**config.mk**
```make
export PLATFORM = sky130hd
export DESIGN_NAME = regfile_wr_arbiter_flat
export DESIGN_NICKNAME = d
export VERILOG_FILES = /design/src/rtl/regfile_wr_arbiter_if.sv /design/src/rtl/regfile_wr_arbiter.sv /design/src/flat_wrapper.sv
export SDC_FILE = /design/constraint.sdc
export NUM_CORES = 1
export LEC_CHECK = 0
export ABC_AREA = 1
export CORE_MARGIN = 2
export CORE_UTILIZATION = 25
export CTS_CLUSTER_SIZE = 16
export DETAILED_ROUTE_END_ITERATION = 12
export GPL_TIMING_DRIVEN = 0
export HOLD_SLACK_MARGIN = 0.1
export SLEW_MARGIN = 20
export SYNTH_ARGS = -nofsm -noshare
export SYNTH_HDL_FRONTEND = slang
export SYNTH_SLANG_ARGS = --single-unit
export TNS_END_PERCENT = 30
```
**constraint.sdc**
```tcl
create_clock -name clk -period 2.4 [get_ports clk]
set_clock_uncertainty 0.05 [all_clocks]
set_input_delay 0.24 -clock clk [delete_from_list [all_inputs] [get_ports clk]]
set_output_delay 0.24 -clock clk [all_outputs]
set_load 0.01 [all_outputs]
```
**src/rtl/regfile_wr_arbiter_if.sv**
```systemverilog
// rtl/regfile_wr_arbiter_if.sv - writeback request/grant bundle between sources and the register-file write port
interface regfile_wr_arbiter_if #(
  parameter int AW = 5,
  parameter int DW = 32
);
  logic [3:0]    req;
  logic [AW-1:0] addr0;
  logic [AW-1:0] addr1;
  logic [AW-1:0] addr2;
  logic [AW-1:0] addr3;
  logic [DW-1:0] data0;
  logic [DW-1:0] data1;
  logic [DW-1:0] data2;
  logic [DW-1:0] data3;
  logic          stall;
  logic [3:0]    ack;
  logic [1:0]    sel;
  logic          wr_en;
  logic [AW-1:0] wr_addr;
  logic [DW-1:0] wr_data;

  modport master (
    output req, addr0, addr1, addr2, addr3, data0, data1, data2, data3, stall,
    input  ack, sel, wr_en, wr_addr, wr_data
  );

  modport slave (
    input  req, addr0, addr1, addr2, addr3, data0, data1, data2, data3, stall,
    output ack, sel, wr_en, wr_addr, wr_data
  );
endinterface

```
**src/rtl/regfile_wr_arbiter.sv**
```systemverilog
// rtl/regfile_wr_arbiter.sv - round-robin arbiter sharing one register-file write port among four writeback sources
module regfile_wr_arbiter #(
  parameter int AW = 5,
  parameter int DW = 32
) (
  input logic                clk,
  input logic                rst,
  regfile_wr_arbiter_if.slave bus
);
  logic [3:0]    ack_q;
  logic [1:0]    sel_q;
  logic [1:0]    ptr_q;
  logic          wr_en_q;
  logic [AW-1:0] wr_addr_q;
  logic [DW-1:0] wr_data_q;

  logic [3:0]    elig;
  logic [1:0]    idx;
  logic [1:0]    g;
  logic          found;
  logic [AW-1:0] addr_g;
  logic [DW-1:0] data_g;

  // A source acked this cycle is masked so a still-held request is not granted twice.
  assign elig = bus.req & ~ack_q;

  always_comb begin
    g     = ptr_q;
    found = 1'b0;
    idx   = ptr_q;
    for (int k = 1; k <= 4; k++) begin
      idx = ptr_q + 2'(k);
      if (!found && elig[idx]) begin
        g     = idx;
        found = 1'b1;
      end
    end
  end

  always_comb begin
    addr_g = bus.addr0;
    data_g = bus.data0;
    case (g)
      2'd0: begin addr_g = bus.addr0; data_g = bus.data0; end
      2'd1: begin addr_g = bus.addr1; data_g = bus.data1; end
      2'd2: begin addr_g = bus.addr2; data_g = bus.data2; end
      default: begin addr_g = bus.addr3; data_g = bus.data3; end
    endcase
  end

  always_ff @(posedge clk) begin
    if (rst) begin
      ack_q     <= 4'b0000;
      sel_q     <= 2'd0;
      ptr_q     <= 2'd3;
      wr_en_q   <= 1'b0;
      wr_addr_q <= '0;
      wr_data_q <= '0;
    end else if (!bus.stall && found) begin
      ack_q     <= 4'b0001 << g;
      sel_q     <= g;
      ptr_q     <= g;
      wr_en_q   <= (addr_g != '0);
      wr_addr_q <= addr_g;
      wr_data_q <= data_g;
    end else begin
      ack_q   <= 4'b0000;
      wr_en_q <= 1'b0;
    end
  end

  assign bus.ack     = ack_q;
  assign bus.sel     = sel_q;
  assign bus.wr_en   = wr_en_q;
  assign bus.wr_addr = wr_addr_q;
  assign bus.wr_data = wr_data_q;
endmodule

```
**src/flat_wrapper.sv**
```systemverilog
// flat-port wrapper written by rule: the top's interface ports become plain ports
module regfile_wr_arbiter_flat 
#(
  parameter int AW = 5,
  parameter int DW = 32
)
  (clk, rst, bus_req, bus_addr0, bus_addr1, bus_addr2, bus_addr3, bus_data0, bus_data1, bus_data2, bus_data3, bus_stall, bus_ack, bus_sel, bus_wr_en, bus_wr_addr, bus_wr_data);
  regfile_wr_arbiter_if #(.AW(AW), .DW(DW)) bus_i ();
  input logic clk;
  input logic rst;
  input wire logic [$bits(bus_i.req)-1:0] bus_req;
  input wire logic [$bits(bus_i.addr0)-1:0] bus_addr0;
  input wire logic [$bits(bus_i.addr1)-1:0] bus_addr1;
  input wire logic [$bits(bus_i.addr2)-1:0] bus_addr2;
  input wire logic [$bits(bus_i.addr3)-1:0] bus_addr3;
  input wire logic [$bits(bus_i.data0)-1:0] bus_data0;
  input wire logic [$bits(bus_i.data1)-1:0] bus_data1;
  input wire logic [$bits(bus_i.data2)-1:0] bus_data2;
  input wire logic [$bits(bus_i.data3)-1:0] bus_data3;
  input wire logic [$bits(bus_i.stall)-1:0] bus_stall;
  output wire logic [$bits(bus_i.ack)-1:0] bus_ack;
  output wire logic [$bits(bus_i.sel)-1:0] bus_sel;
  output wire logic [$bits(bus_i.wr_en)-1:0] bus_wr_en;
  output wire logic [$bits(bus_i.wr_addr)-1:0] bus_wr_addr;
  output wire logic [$bits(bus_i.wr_data)-1:0] bus_wr_data;
  assign bus_i.req = bus_req;
  assign bus_i.addr0 = bus_addr0;
  assign bus_i.addr1 = bus_addr1;
  assign bus_i.addr2 = bus_addr2;
  assign bus_i.addr3 = bus_addr3;
  assign bus_i.data0 = bus_data0;
  assign bus_i.data1 = bus_data1;
  assign bus_i.data2 = bus_data2;
  assign bus_i.data3 = bus_data3;
  assign bus_i.stall = bus_stall;
  assign bus_ack = bus_i.ack;
  assign bus_sel = bus_i.sel;
  assign bus_wr_en = bus_i.wr_en;
  assign bus_wr_addr = bus_i.wr_addr;
  assign bus_wr_data = bus_i.wr_data;
  regfile_wr_arbiter #(.AW(AW), .DW(DW)) u_core (.clk(clk), .rst(rst), .bus(bus_i));
endmodule
```
==> results.cfg, run 1 <==
[status]
outcome = finished, final reports clean

[clock_tree]
cts_buffer_depth = 2
cts_tree = built
cts_sinks = 46
cts_root_buf = clkbuf_8
cts.reportedPaths.clkPinSlew_ns = 0.09
cts_hold_buf = 0
cts_made_buffers = 5
htree_levels = 2
worstSkewPairLatency_ns = 0.29

[sta]
setup_slack_ns = 0.0808
rsz0062_at_grt = yes
final_hold_viol_count = 0
hold-worst-slack_ns = 0.415
relSlewSlack = 0.657
max_freq_ghz = 0.431
drv_slew = 0
worst_pin_slew_ns = 0.514
finalCriticalPeriod_ns = 2.32
setup_viol = 0
post-route-period-util = 0.966

[critical_path]
critical_path.slowest_cell = dfxtp_4
r2r_slack_ns = 0.08
critPathTopFamily = simple AND/OR/NAND/NOR gates
path_common_cell = nand2_1
path_buf_inv = 4
cp-end-kind = flip-flop
worstPathRequired_ns = 2.53
arrival_ns = 2.45
path_cells = buf_6 -> nand3_2 -> nand2_1 -> nand2_1 -> nand2_2 -> nand3_2 -> nand2_2 -> nand2_4 -> inv_4 -> nor2_8 -> buf_12 -> clkbuf_16 -> nand2_1 -> nand3_1 -> a21oi_1 -> a21oi_1
criticalPathCategory = reg2reg
crit_fanout = 6
cpPeakStageDelay_ns = 0.40
start_kind = flip-flop

[global_route]
use_met3 = 0.0522
grt_pass1_vias = 3592
gr-total-overflow = 0
grt_max_degree = 15
use_met1 = 0.217
antenna_found_initial = 0
track_usage = 0.181
top_usage_layer = met2
grt_first_pass_wirelength_um = 17200
grt_util_met2 = 0.324

[synth]
synth_cells = 437
avgSynthCellArea_um2 = 6.35
yosysSeqAreaShare = 0.332
ys_ff_latch = 46
yosysWarnings = 0
syn-cell-area_um2 = 2780
ys_types = 23
synth_fp_nets = 592

[die]
core_area_um2 = 10800
die_y_um = 109
die_w_um = 109
ios = 199
rows = 38
start_util = 0.256
die_area_um2 = 12000

[final_layout]
fill_cells = 1109
diodes = 0
area_growth_pct = 99.6
drive_above_1_share = 0.148
final_nets = 822

[worst_hold_path]
hold_path_class = reg2reg

[flow_run]
drv_cap = 0

[pwr]
p_per_area_nw_per_um2 = 1850
ir_worst_vdd_mv = 0.935
p_leak_nw = 2.21

[placed_design]
dpl_worst_slack_ns = -0.262
gp_congestion = 0.751
portBuffers = 198
hpwl_um = 8970

[drt]
via_count = 3802
drt_iter0_drc = 151
totalWireLength_um = 11900
drtAntennaViolNets = 0
via_per_inst = 4.71
remaining_drc_errors = 0
dr.pass1.iters = 6
wl_per_cell_um = 14.8
-- layout make-up --
class / count / area [µm²] / area share
buffer: 25 / 203 / 0.0366
timing repair inverter: 1 / 6.26 / 0.00113
tap: 140 / 175 / 0.0316
inverter: 15 / 68.8 / 0.0124
clock buffer: 6 / 72.6 / 0.0131
multi-input combinational: 350 / 1780 / 0.321
timing repair buffer: 223 / 2270 / 0.410
sequential: 46 / 926 / 0.167
clock inverter: 2 / 37.5 / 0.00677
-- final timing paths --
check                                            from  cells after the start                             endpoint
hold reg to reg   u_core.bus.wr_data[18]$_SDFFE_PP0P_                      2  u_core.bus.wr_data[18]$_SDFFE_PP0P_
hold / removal    u_core.bus.wr_data[18]$_SDFFE_PP0P_                      2  u_core.bus.wr_data[18]$_SDFFE_PP0P_
setup / recovery         u_core.ptr_q[0]$_SDFFE_PP1P_                     16  u_core.bus.wr_data[14]$_SDFFE_PP0P_
setup reg to reg         u_core.ptr_q[0]$_SDFFE_PP1P_                     16  u_core.bus.wr_data[14]$_SDFFE_PP0P_
-- worst reg2reg max path, delay by kind of cell, from the launching register on --
family          cells  cell delay, ns
flops               1            0.40
compound gates      2            0.21
buf+inv             4            0.55
simple gates       10            1.00
-- flip-flops by register name, indices dropped and copies added (netlist names) --
signal and count:
u_core.bus.ack 4, u_core.ptr_q 2, u_core.bus.sel 2, u_core.bus.wr_addr 5
u_core.bus.wr_data 32, u_core.bus.wr_en 1
-- cell usage in the layout (no fill, tap or decap), drive strengths merged --
| master | n |
|---|---|
| buf | 36 |
| clkbuf | 20 |
| nor2 | 8 |
| or2 | 4 |
| nand4 | 27 |
| clkdlybuf4s50 | 198 |
| bufinv | 1 |
| inv | 16 |
| dfxtp | 46 |
| nand2 | 190 |
| nor3 | 3 |
| a21oi | 52 |
| o211ai | 3 |
| clkinvlp | 1 |
| nand3 | 40 |
| o21ai | 23 |
-- per-layer routing --
layer / part of all wire / up-vias
met2: 0.48 / 145
met1: 0.42 / 1730
li1: - / 1919
met3: 0.085 / 8
met4: 0.0065 / 0
met5: 0 / -
-- logic make-up (layout without fill, tap and decap cells) --
group,after synthesis,in the layout,synth area share
simple gates,272,272,0.446
compound gates,78,78,0.143
buf+inv,41,272,0.0789
flops,46,46,0.332
-- metrics by stage --
stage	util	TNS (ns)	total power (W)	cells	instance area (µm²)
CTS	0.466	0	0.00830	783	5050
global placement	0.455	-5.34	0.00758	775	4930
finish	0.511	0	0.0102	808	5540
global route	0.511	-0.529	0.0111	808	5540
detailed placement	0.455	-6.76	0.00765	775	4930
floorplan	-	0	0.00548	437	2780
-- cells in the mapped netlist, drive strengths merged --
cell | n | share of area
a21oi | 52 | 0.094
buf | 17 | 0.045
clkbuf | 9 | 0.012
dfxtp | 46 | 0.33
inv | 15 | 0.022
nand2 | 190 | 0.27
nand3 | 40 | 0.078
nand4 | 27 | 0.063
nor2 | 8 | 0.023
nor3 | 3 | 0.0054
o211ai | 3 | 0.0081
o21ai | 23 | 0.041
or2 | 4 | 0.0090
-- power breakdown --
group,internal [W],total [W],leakage (nW),switching [W]
clock network,0.000311,0.000576,0.0514,0.000265
registers,0.00107,0.00124,0.379,0.000171
logic,0.00394,0.00841,1.78,0.00447
total,0.00532,0.0102,2.21,0.00491
-- what timing repair did --
item	in CTS	in global routing
cloned	0	6
endpoints found under the setup margin	18	40
resized for setup	2	69
hold endpoints to repair	0	0
setup buffers	0	20
pin swaps	0	13
(Power assumes the default switching activity.)
==> inputs of run 2 (changes only) <==
Settings changed: CORE_UTILIZATION 25 to 35, PLACE_DENSITY set to 0.81, TNS_END_PERCENT 30 to 1.
==> run 2 against run 1 <==
Global-route usage is 5.4 points higher. Cell count is 6.3% lower. First-iteration DRC count is 34% lower. Combinational power fell by 13%. Critical path type unchanged.
==> results.cfg, run 2 (synthesis gave the netlist of run 1 again) <==
[global_route]
antenna_found_initial = 0
gr-total-overflow = 0
grt_max_degree = 14
grt_first_pass_wirelength_um = 16500
grt_pass1_vias = 3592
track_usage = 0.235

[drt]
via_count = 3822
remaining_drc_errors = 0
via_per_inst = 5.05
wl_per_cell_um = 14.4
dr.pass1.iters = 4
drt_iter0_drc = 99
totalWireLength_um = 10900
drtAntennaViolNets = 0

[placed_design]
placed_area_um2 = 4890
dp.cells = 737
hpwl_um = 8540
gp_congestion = 0.855
portBuffers = 198

[final_layout]
layout_common_cells = clkdlybuf4s50_1 (198), nand2_1 (178), a21oi_1 (49)
multi_input_area_um2 = 1730
fill_cells = 682
final_common_cell = clkdlybuf4s50_1
largest_register_ffs = 32
post-route-cell-area_um2 = 5230
diodes = 0
seq_area_um2 = 921
final_nets = 809
drive_above_1_share = 0.118
area_growth_pct = 88.2
final_cells = 757

[die]
rows = 32
start_util = 0.361
die_y_um = 93.1
core_area_um2 = 7690
die_w_um = 93.1
die_area_um2 = 8660
ios = 199

[worst_hold_path]
holdPathEnd = u_core.bus.wr_data[13]$_SDFFE_PP0P_
hold_path_class = reg2reg
hp-start = u_core.bus.wr_data[13]$_SDFFE_PP0P_
hold_path_depth = 2

[critical_path]
r2r_slack_ns = 0.07
critical_path.slowest_cell = dfxtp_1
crit_fanout = 9
path_cells = buf_6 -> inv_8 -> nand2_1 -> nand2_2 -> nand3_4 -> nand2_4 -> nand3_2 -> nand2_1 -> nand2_2 -> nand2_4 -> nand2_4 -> buf_12 -> nor2_8 -> clkbuf_16 -> nand2_1 -> nand4_1 -> nand2_1 -> a21oi_1
start_kind = flip-flop
rr_endpoint = u_core.bus.wr_data[9]$_SDFFE_PP0P_
path_common_cell = nand2_1
r2r_cells = 18
cp-end-kind = flip-flop
critPathTopFamily = simple AND/OR/NAND/NOR gates
path_buf_inv = 4
arrival_ns = 2.49
criticalPathCategory = reg2reg
cpPeakStageDelay_ns = 0.32
regToRegStartpoint = u_core.ptr_q[0]$_SDFFE_PP1P_
worstPathRequired_ns = 2.56

[pwr]
p_sw_w = 0.00455
seqPwrFrac = 0.136
pwr-share-comb = 0.810
p_leak_nw = 2.11
ir_worst_vdd_mv = 0.907
p_per_area_nw_per_um2 = 1730
power.share.clock = 0.054
internal_power_w = 0.00448
switching_share = 0.504

[clock_tree]
cts_tree = built
cts_made_buffers = 5
cts_root_buf = clkbuf_8
cts.reportedPaths.clkPinSlew_ns = 0.09
cts_hold_buf = 0
worstSkewPairLatency_ns = 0.29
htree_levels = 2
cts_sinks = 46
cts_buffer_depth = 2

[sta]
relSlewSlack = 0.665
max_freq_ghz = 0.430
drv_slew = 0
hold-worst-slack_ns = 0.417
post-route-period-util = 0.970
finalCriticalPeriod_ns = 2.33
rsz0062_at_grt = yes
worst_pin_slew_ns = 0.503
tns_ns = 0
setup_viol = 0
final_hold_viol_count = 0

[flow_run]
drv_cap = 0

[status]
outcome = finished, final reports clean
## run 2: cell count changes in the layout (fill, tap and decap cells not counted), moves of 2 or more
cell / before / now
nand3_4: 4 / 1
nand2_4: 7 / 5
a21oi_2: 6 / 3
buf_8: 4 / 2
nand2_2: 10 / 7
clkbuf_16: 4 / 1
buf_4: 19 / 13
nand2_1: 173 / 178
nand3_2: 5 / 8
dfxtp_1: 44 / 46
inv_4: 3 / 1
buf_12: 3 / 1
a21oi_1: 46 / 49
## run 2: layout make-up
type                    instances  share of cell area
plain buffers                  26              0.0376
clock buffers                   7              0.0165
clock inverters                 1            0.000958
inverters                      15              0.0127
multi-input cells             350               0.330
flip-flops and latches         46               0.176
well taps                     102              0.0244
repair buffers                210               0.401
## run 2: timing repair
item,4_1_cts,5_1_grt
setup buffers,0,10
gates resized for setup,4,38
endpoints found under the setup margin,8,36
cloned,0,2
pin swaps,1,10
## run 2: power groups by stage
stage	logic [W]	clock network, W	registers, W
3_3_place_gp	0.00616	0	0.00122
4_1_cts	0.00636	0.000494	0.00122
5_1_grt	0.00809	0.000532	0.00126
2_1_floorplan	0.00414	0	0.00134
3_5_place_dp	0.00627	0	0.00124
6_report	0.00732	0.000486	0.00123
## run 2: worst max-delay path by stage
| stage | startpoint | to | cells past startpoint |
|---|---|---|---|
| floorplan | u_core.ptr_q[0]$_SDFFE_PP1P_ | u_core.bus.wr_data[14]$_SDFFE_PP0P_ | 14 |
| global placement | bus_req[2] | u_core.bus.wr_data[21]$_SDFFE_PP0P_ | 14 |
| detailed placement | bus_req[2] | u_core.bus.wr_data[9]$_SDFFE_PP0P_ | 14 |
| CTS | u_core.ptr_q[0]$_SDFFE_PP1P_ | u_core.bus.wr_data[20]$_SDFFE_PP0P_ | 16 |
| global route | u_core.ptr_q[0]$_SDFFE_PP1P_ | u_core.bus.wr_data[9]$_SDFFE_PP0P_ | 18 |
| finish | u_core.ptr_q[0]$_SDFFE_PP1P_ | u_core.bus.wr_data[9]$_SDFFE_PP0P_ | 18 |
## run 2: worst min-delay path, cell delays in order, from the launching register on
cell and delay [ns]:
dfxtp_1 0.32, nand2_1 0.06, a21oi_1 0.05
## run 2: per-stage QoR
step                      total power, W   util  setup slack (ns)
after floorplan                  0.00548      -             0.434
after global placement           0.00739  0.636            -0.113
after detailed placement         0.00751  0.636            -0.234
after CTS                        0.00808  0.649          -0.00822
after global routing             0.00987  0.680           -0.0642
final                            0.00903  0.680            0.0721
## run 2: per-layer routing
layer | wire (µm) | GRT usage
met1 | 4480 | 0.280
met2 | 5680 | 0.435
met3 | 637 | 0.0443
met4 | 139 | 0.0551
met5 | 0 | 0
